[src/rtl/uart_cmd_ctrl.sv]
// Command-frame controller behind the UART receiver: turns 4-byte frames
// (sync, addr, data, checksum) into register writes, dropping and counting bad frames.
module uart_cmd_ctrl #(
  parameter int          CLK_PER_BIT   = 87,
  parameter int          TIMEOUT_BYTES = 4,
  parameter logic [7:0]  SYNC_BYTE     = 8'hA5
) (
  input  logic       clk,
  input  logic       i_rst,
  input  logic [7:0] i_rx_data,
  input  logic       i_rx_done,
  output logic       o_wr_en,
  output logic [7:0] o_wr_addr,
  output logic [7:0] o_wr_data,
  output logic       o_frame_err,
  output logic [7:0] o_err_count,
  output logic       o_busy
);

  typedef enum logic [1:0] {S_SYNC, S_ADDR, S_DATA, S_CHK} state_t;

  localparam logic [23:0] TIMEOUT_LIMIT = 24'(TIMEOUT_BYTES * 10 * CLK_PER_BIT - 1);

  state_t      state, next_state;
  logic        r_done_d;
  logic [7:0]  acc, acc_nxt;
  logic [7:0]  addr, addr_nxt;
  logic [7:0]  data, data_nxt;
  logic [23:0] tmo_cnt;
  logic        strobe, tmo_hit, commit, frame_err_nxt;
  logic [7:0]  sum;

  // The receiver's done flag is a level; a completed byte is its rising edge.
  assign strobe  = i_rx_done & ~r_done_d;
  assign tmo_hit = (tmo_cnt == TIMEOUT_LIMIT);
  assign sum     = acc + i_rx_data;

  always_comb begin
    // NOTE: every signal gets a default first so no path leaves it unassigned (no latches).
    next_state    = state;
    acc_nxt       = acc;
    addr_nxt      = addr;
    data_nxt      = data;
    commit        = 1'b0;
    frame_err_nxt = 1'b0;
    unique case (state)
      S_SYNC: begin
        if (strobe && i_rx_data == SYNC_BYTE) begin
          next_state = S_ADDR;
          acc_nxt    = SYNC_BYTE;
        end
      end
      S_ADDR: begin
        if (strobe) begin
          addr_nxt   = i_rx_data;
          acc_nxt    = sum;
          next_state = S_DATA;
        end else if (tmo_hit) begin
          frame_err_nxt = 1'b1;
          next_state    = S_SYNC;
        end
      end
      S_DATA: begin
        if (strobe) begin
          data_nxt   = i_rx_data;
          acc_nxt    = sum;
          next_state = S_CHK;
        end else if (tmo_hit) begin
          frame_err_nxt = 1'b1;
          next_state    = S_SYNC;
        end
      end
      S_CHK: begin
        // A strobe on the timeout cycle takes priority over the timeout.
        if (strobe) begin
          commit        = (sum == 8'h00);
          frame_err_nxt = (sum != 8'h00);
          next_state    = S_SYNC;
        end else if (tmo_hit) begin
          frame_err_nxt = 1'b1;
          next_state    = S_SYNC;
        end
      end
      default: next_state = S_SYNC;
    endcase
  end

  // NOTE: sequential state uses non-blocking assignments so all registers update together.
  always_ff @(posedge clk) begin
    if (i_rst) begin
      state       <= S_SYNC;
      r_done_d    <= 1'b1;
      acc         <= 8'h00;
      addr        <= 8'h00;
      data        <= 8'h00;
      tmo_cnt     <= 24'd0;
      o_wr_en     <= 1'b0;
      o_wr_addr   <= 8'h00;
      o_wr_data   <= 8'h00;
      o_frame_err <= 1'b0;
      o_err_count <= 8'h00;
      o_busy      <= 1'b0;
    end else begin
      state       <= next_state;
      r_done_d    <= i_rx_done;
      acc         <= acc_nxt;
      addr        <= addr_nxt;
      data        <= data_nxt;
      tmo_cnt     <= (state == S_SYNC || strobe) ? 24'd0 : tmo_cnt + 24'd1;
      o_wr_en     <= commit;
      o_frame_err <= frame_err_nxt;
      o_busy      <= (next_state != S_SYNC);
      if (commit) begin
        o_wr_addr <= addr;
        o_wr_data <= data;
      end
      if (frame_err_nxt && o_err_count != 8'hFF)
        o_err_count <= o_err_count + 8'd1;
    end
  end

endmodule

[config.mk]
export PLATFORM = sky130hd
export DESIGN_NAME = uart_cmd_ctrl
export DESIGN_NICKNAME = d
export VERILOG_FILES = /design/src/rtl/uart_cmd_ctrl.sv
export SDC_FILE = /design/constraint.sdc
export NUM_CORES = 1
export LEC_CHECK = 0
export CAP_MARGIN = 25
export CORE_ASPECT_RATIO = 1.75
export CORE_UTILIZATION = 50
export DETAILED_ROUTE_END_ITERATION = 6
export PLACE_DENSITY = 0.76
export SKIP_LAST_GASP = 1
export SYNTH_ARGS = -nofsm -noshare
export SYNTH_HDL_FRONTEND = slang
export SYNTH_SLANG_ARGS = --single-unit
export TNS_END_PERCENT = 1
[constraint.sdc]
create_clock -name clk -period 8.55 [get_ports clk]
set_input_delay 1.71 -clock clk [delete_from_list [all_inputs] [get_ports clk]]
set_output_delay 1.71 -clock clk [all_outputs]
set_load 0.02 [all_outputs]
==> impl_results.md, run 1 <==
- Status: complete, no violations
- Worst vdd ir: around 0.00012 V
- Placed Cells: 513
- Worst r2r dst: o_wr_data[2]
- Clock tree sinks: between 70 and 80
- Final non-filler cell total: roughly 530
- Initial Utilization: between 50% and 60%
- Initial drt markers: 197
- Final Instance Area: between 0.004 and 0.005 mm^2
- Share of cells above drive strength 1: 6.76%
- Fin crit period: a little under 5 ns
- Worst-skew pair later-pin latency: 0.34 ns
- Post-Route WL: approximately 7600 um
- PD cells: approximately 180 mW/mm^2
- Worst setup EP type: register
- Worst Path Required: about 8.7 ns
- RSZ-0062 raised after global routing: no
- Num CTS Buffers: 9
- Post-CTS setup buffer count: 0
- Synthesized netlist cell count: 408
- # IOs: 38
- First-pass GRT wire length: 12,700 um
- Switching power total: 157 uW
- Setup violations, final: 0
- FF-to-FF path depth: 9
- Row cnt: 40
- Sequential area share after synthesis: between 40% and 50%
- Power Total: 790 uW
- R2R Path Start: acc[0]
- Post-synthesis register bit count: between 70 and 80
- Post-DP Area: around 0.0040 mm^2
- DR vias/cell: roughly 5.7
- Worst Hold End: tmo_cnt[0]
- Logic pwr share: approximately 2.6%
- Worst hold margin: between 0.4 and 0.5 ns
- Fin crit share: between 50% and 60%
- Antenna Nets Post-Route: 0
- Fin. max-slew vios: 0
- Port buffer count: 37
- Worst-Margin Slew: ~0.97 ns
- H-tree levels: 3
- Hold path cells: 1
- Setup CP Type: in -> reg
- Slew margin rel.: a little over a third
- Residual overflow from global routing: 0
- Synth Cell Area: between 0.003 and 0.004 mm^2
- Via Count: roughly 3,000
- Die footprint: around 0.0075 mm^2
- GPL Wtd Cong: 0.869
- Hold path start: tmo_cnt[0]
- Synth unique cells: 43
- Post-synth EDFFs: 0
- DRC violations left: 0
- Crit-path max FO: 17
- Sequential power share: a little under half
- Vias in the first global route: 2,977
- WL/cell: around 14 um
- Final setup TNS: 0 ns
- NumNets Final: approximately 470
- Tot GR Track Use: a little over a fifth
- Clk_skew: about 0.0042 ns
- Fin. Hold Viols: 0
- CTS Hold Buffers Added: 0
- Die Height: roughly 110 um
- Async SR Flop Fraction: 0%
- CP Data Arrival Time: approximately 5 ns
- Post-cts sizing count: 0
- Tightest Hold Check Type: reg -> reg
- Drt pass-1 iters: 4
- Startpoint Class: primary input
- Largest net degree at the start of global routing: 55
- Initial antenna violation count: 0
- Avg Cell Area, Syn: 8.73 um^2
- Pint: 634 uW
- ANT cells: 0
- Clock power frac: about half
- Post-synth top flop: dfxtp_1
- Pleak: between 1.5 and 2 nW
- Maximum clock rate: just over 200 MHz
- CTS tree: built
- Worst-path clk slew: 0.06 ns
- Placeable Area: roughly 0.0069 mm^2
- Syn-to-layout area delta: 20.1%
- R2r setup slk: between 5 and 6 ns
- DP HPWL: about 5300 um
- Count of max-cap constraint violations: 0
- CTS Root Cell: clkbuf_16
- Sw frac: roughly a fifth
- Syn nets: 433
- YS warnings: 0
- Clock Path Buffers: 2
- Die Wd: roughly 66 um
[cell usage in the layout (no fill, tap or decap), types with 3 or more instances in the layout]
cell type	instances
nor4b_1	3
nand4_1	6
or3_1	12
a311oi_1	4
nor2_1	55
ha_1	13
xor2_1	14
or4_1	3
xnor2_1	8
clkbuf_16	9
a21oi_1	36
and3_1	6
nand2b_1	6
dfxtp_1	78
inv_1	6
a211oi_1	3
nand2_1	34
nor3_1	7
or2_2	4
mux2i_1	17
nand3_1	32
nor4bb_1	3
clkdlybuf4s50_1	36
nor4_1	6
o21ai_0	13
[critical path: stages]
cell	delay [ns]
clkdlybuf4s50_1	0.46
ha_1	0.26
fa_1	0.42
a211oi_2	0.22
nor2_1	0.09
xor2_1	0.16
or4_1	0.51
or4_1	0.86
mux2i_1	0.32
nor2_1	0.07
[flip-flops by register name (all words and copies together) (netlist names)]
signal and count:
r_done_d 1, addr 8, state 2, o_wr_addr 8
o_busy 1, acc 8, data 8, o_wr_data 8
o_wr_en 1, o_err_count 8, tmo_cnt 24, o_frame_err 1
[power by group through the flow]
stage	Sequential, mW	Clock, mW	Combinational (mW)
6_report	0.364	0.406	0.0208
5_1_grt	0.364	0.431	0.0221
3_5_place_dp	0.372	0	0.0205
4_1_cts	0.364	0.412	0.0207
3_3_place_gp	0.372	0	0.0201
2_1_floorplan	0.372	0	0.0110
[cells in the mapped netlist (2+ instances only)]
library cell	instances	area, um^2
a211oi_1	3	22.5
a211oi_2	2	25.0
a21oi_1	36	180
a311oi_1	4	35.0
and3_1	6	37.5
clkbuf_1	16	60.1
dfxtp_1	78	1560
ha_1	13	163
inv_1	6	22.5
mux2i_1	17	170
nand2_1	34	128
nand2b_1	6	37.5
nand3_1	32	160
nand4_1	6	37.5
nor2_1	55	206
nor2b_1	2	12.5
nor3_1	7	35.0
nor4_1	6	37.5
nor4b_1	3	26.3
nor4bb_1	3	30.0
o21a_1	2	15.0
o21ai_0	13	65.1
o21bai_1	2	15.0
or2_2	4	25.0
or3_1	12	75.1
or4_1	3	22.5
xnor2_1	8	70.1
xor2_1	14	123
[cell type report]
class                           count  area, um^2
Sequential cell                    78        1560
Timing Repair Buffer               39         380
Fill cell                         587        2580
Clock buffer                       10         239
Multi-Input combinational cell    306        1890
Tap cell                           84         105
Inverter                            6        22.5
Clock inverter                      5        83.8
[kinds of logic after synthesis]
family / synth area share (%)
compound gates: 11.9
xor+xnor: 5.41
fa+ha+maj: 5.13
buf+inv: 3.20
flops: 43.9
mux: 4.78
simple gates: 25.7
[worst max path at each step]
stage / slack [ns] / end / start / depth (start not counted)
final: 3.65 / o_wr_data[2] / i_rx_data[0] / 10
after CTS: 3.67 / o_wr_data[2] / i_rx_data[0] / 10
after floorplan: 4.30 / o_wr_addr[0] / i_rx_data[0] / 11
after detailed placement: 3.33 / o_wr_addr[3] / i_rx_data[0] / 10
after global routing: 3.52 / o_wr_data[2] / i_rx_data[0] / 10
after global placement: 3.44 / o_wr_data[3] / i_rx_data[0] / 10
[layer usage]
metal	track usage, %	vias up	wire, um
met5	0	-	0
met4	12.2	0	243
li1	-	1509	-
met1	21.5	1408	2990
met3	4.20	19	294
met2	40.9	63	4080
[stage by stage]
stage | setup WS [ns] | util (%)
5_1_grt | 3.52 | 62.4
2_1_floorplan | 4.30 | -
6_report | 3.65 | 62.4
3_5_place_dp | 3.33 | 57.7
3_3_place_gp | 3.44 | 57.7
4_1_cts | 3.67 | 62.4
Note: power is estimated with default switching activity, not from simulation.
==> run 2: changes to the inputs <==
Settings changed: PLACE_DENSITY 0.76 to 0.79.
Clock period 8.55 ns to 4.1 ns, I/O delays scaled along.
==> run 2 against run 1 <==
Critical path depth increased by 1. Sequential share of layout area decreased by 0.38 points. Setup slack got worse by 3.2 ns. First-iteration DRC count decreased by 20%. Global-route usage increased by 0.90 points. Register-to-register slack got worse by 4.1 ns.
==> impl_results.md, run 2 (same netlist as run 1, synthesis figures left out) <==
- Residual overflow from global routing: 0
- Antenna Nets Post-Route: 0
- Post-Route WL: approximately 8000 um
- DRC violations left: 0
- DP HPWL: ~5600 um
- Post-DP Area: 0.00404 mm^2
- Clock Path Buffers: 2
- Layout fillers: 576
- Pleak: 1.61 nW
- Hold path cells: 1
- Worst vdd ir: between 0.0002 and 0.0003 V
- Status: complete, no violations
- Largest net degree at the start of global routing: 54
- Fin. Hold Viols: 0
- Via Count: ~3,000
- Clock tree sinks: 78
- Worst-skew pair later-pin latency: approximately 0.34 ns
- Clk_skew: between 0.008 and 0.009 ns
- CP max stage delay: 0.52 ns
- Syn-to-layout area delta: 21.4%
- Setup ws final: 0.461 ns
- Drt pass-1 iters: 4
- H-tree levels: 3
- Die footprint: between 0.007 and 0.008 mm^2
- Worst r2r dst: o_err_count[1]
- Row cnt: 40
- Critical path, cell by cell: clkdlybuf4s50_1 -> ha_1 -> fa_1 -> a211oi_2 -> nor2_1 -> xor2_1 -> or4_1 -> o31a_2 -> o21ai_2 -> mux2i_1 -> nor2_1
- Placeable Area: just under 0.007 mm^2
- DR vias/cell: between 5 and 6
- Pre-CTS worst setup slack: approximately 0.12 ns
- Maximum clock rate: 275 MHz
- Initial antenna violation count: 0
- Slowest CP cell: or4_1
- CTS Hold Buffers Added: 0
- Final non-filler cell total: 538
- # IOs: 38
- CP Data Arrival Time: a little under 4 ns
- Initial Utilization: 51.9%
- Worst Path Required: ~4.3 ns
- WL/cell: around 14 um
- Worst hold margin: 0.448 ns
- Worst-Margin Slew: ~0.82 ns
- Final setup TNS: 0 ns
- Fin crit share: between 80% and 90%
- CTS tree: built
- Commonest non-fill, non-tap cell in the layout: dfxtp_1
- First-pass GRT wire length: ~13,000 um
- NumNets Final: 474
- Final Instance Area: roughly 0.0043 mm^2
- Number of flip-flops in the largest register: 24
- Slew margin rel.: 45.0%
- CTS Root Cell: clkbuf_16
- Register area: 0.00156 mm^2
- FF-to-FF path depth: 10
- PD cells: between 300 and 400 mW/mm^2
- Most frequent cells in the layout: dfxtp_1, nor2_1, a21oi_1, clkdlybuf4s50_1, nand2_1
- Die Height: about 110 um
- RSZ-0062 raised after global routing: no
- CP bufs+invs: 1
- ANT cells: 0
- Setup violations, final: 0
- Hold path start: tmo_cnt[0]
- GPL Wtd Cong: a little under 0.9
- Die Wd: approximately 66 um
- Tightest Hold Check Type: reg -> reg
- Setup CP Type: in -> reg
- Post-CTS setup buffer count: 0
- Tot GR Track Use: between 20 and 25%
- Crit-path max FO: 10
- Top Family by Delay on Critical Path: compound AO/OA/AOI/OAI gates
- R2r setup slk: approximately 1.1 ns
- Port buffer count: 37
- Fin. max-slew vios: 0
- Num CTS Buffers: 9
- Worst-path clk slew: ~0.060 ns
- Worst Hold End: tmo_cnt[0]
- CP most frequent cell: nor2_1
- Placed Cells: between 500 and 600
- R2R Path Start: acc[0]
- Vias in the first global route: 3,002
- Share of cells above drive strength 1: 8.81%
- Reg with most FFs: tmo_cnt
- Startpoint Class: primary input
- Multi-input gate area: 0.00189 mm^2
- Worst setup EP type: register
- Count of max-cap constraint violations: 0
- Post-cts sizing count: 0
- Initial drt markers: around 160
- Fin crit period: about 3.6 ns
-- run 2: stage by stage --
step | power [mW] | utilization, %
2_1_floorplan | 0.798 | -
3_3_place_gp | 0.823 | 58.9
3_5_place_dp | 0.824 | 58.9
4_1_cts | 1.59 | 63.0
5_1_grt | 1.63 | 63.0
6_report | 1.57 | 63.0
-- run 2: layer usage --
layer | GRT usage, % | vias to the layer above | wire length (um)
li1 | - | 1523 | -
met1 | 22.1 | 1448 | 3030
met2 | 41.6 | 59 | 4240
met3 | 5.10 | 24 | 218
met4 | 14.5 | 0 | 298
met5 | 0 | - | 0
-- run 2: worst max-delay path by stage --
stage / start / to / slack (ns) / depth (start not counted)
after global placement: i_rx_data[0] / o_err_count[1] / 0.17 / 11
final: i_rx_data[0] / o_err_count[1] / 0.46 / 11
after CTS: i_rx_data[0] / o_err_count[1] / 0.47 / 11
after floorplan: i_rx_data[0] / o_wr_addr[0] / 0.74 / 11
after detailed placement: i_rx_data[0] / o_err_count[1] / 0.12 / 11
after global routing: i_rx_data[0] / o_err_count[1] / 0.29 / 11
-- run 2: cell type report --
class / instances / share of cell area, %
clock buffers: 9 / 5.21
repair buffers: 48 / 10.7
multi-input cells: 306 / 43.6
flip-flops and latches: 78 / 36.1
well taps: 84 / 2.43
clock inverters: 7 / 1.45
inverters: 6 / 0.521
-- run 2: report_power, final --
| part | total [mW] | switching (mW) | internal (mW) |
|---|---|---|---|
| combinational | 0.0496 | 0.0285 | 0.0211 |
| sequential | 0.758 | 0.000270 | 0.758 |
| clock | 0.765 | 0.343 | 0.422 |
| total | 1.57 | 0.372 | 1.20 |
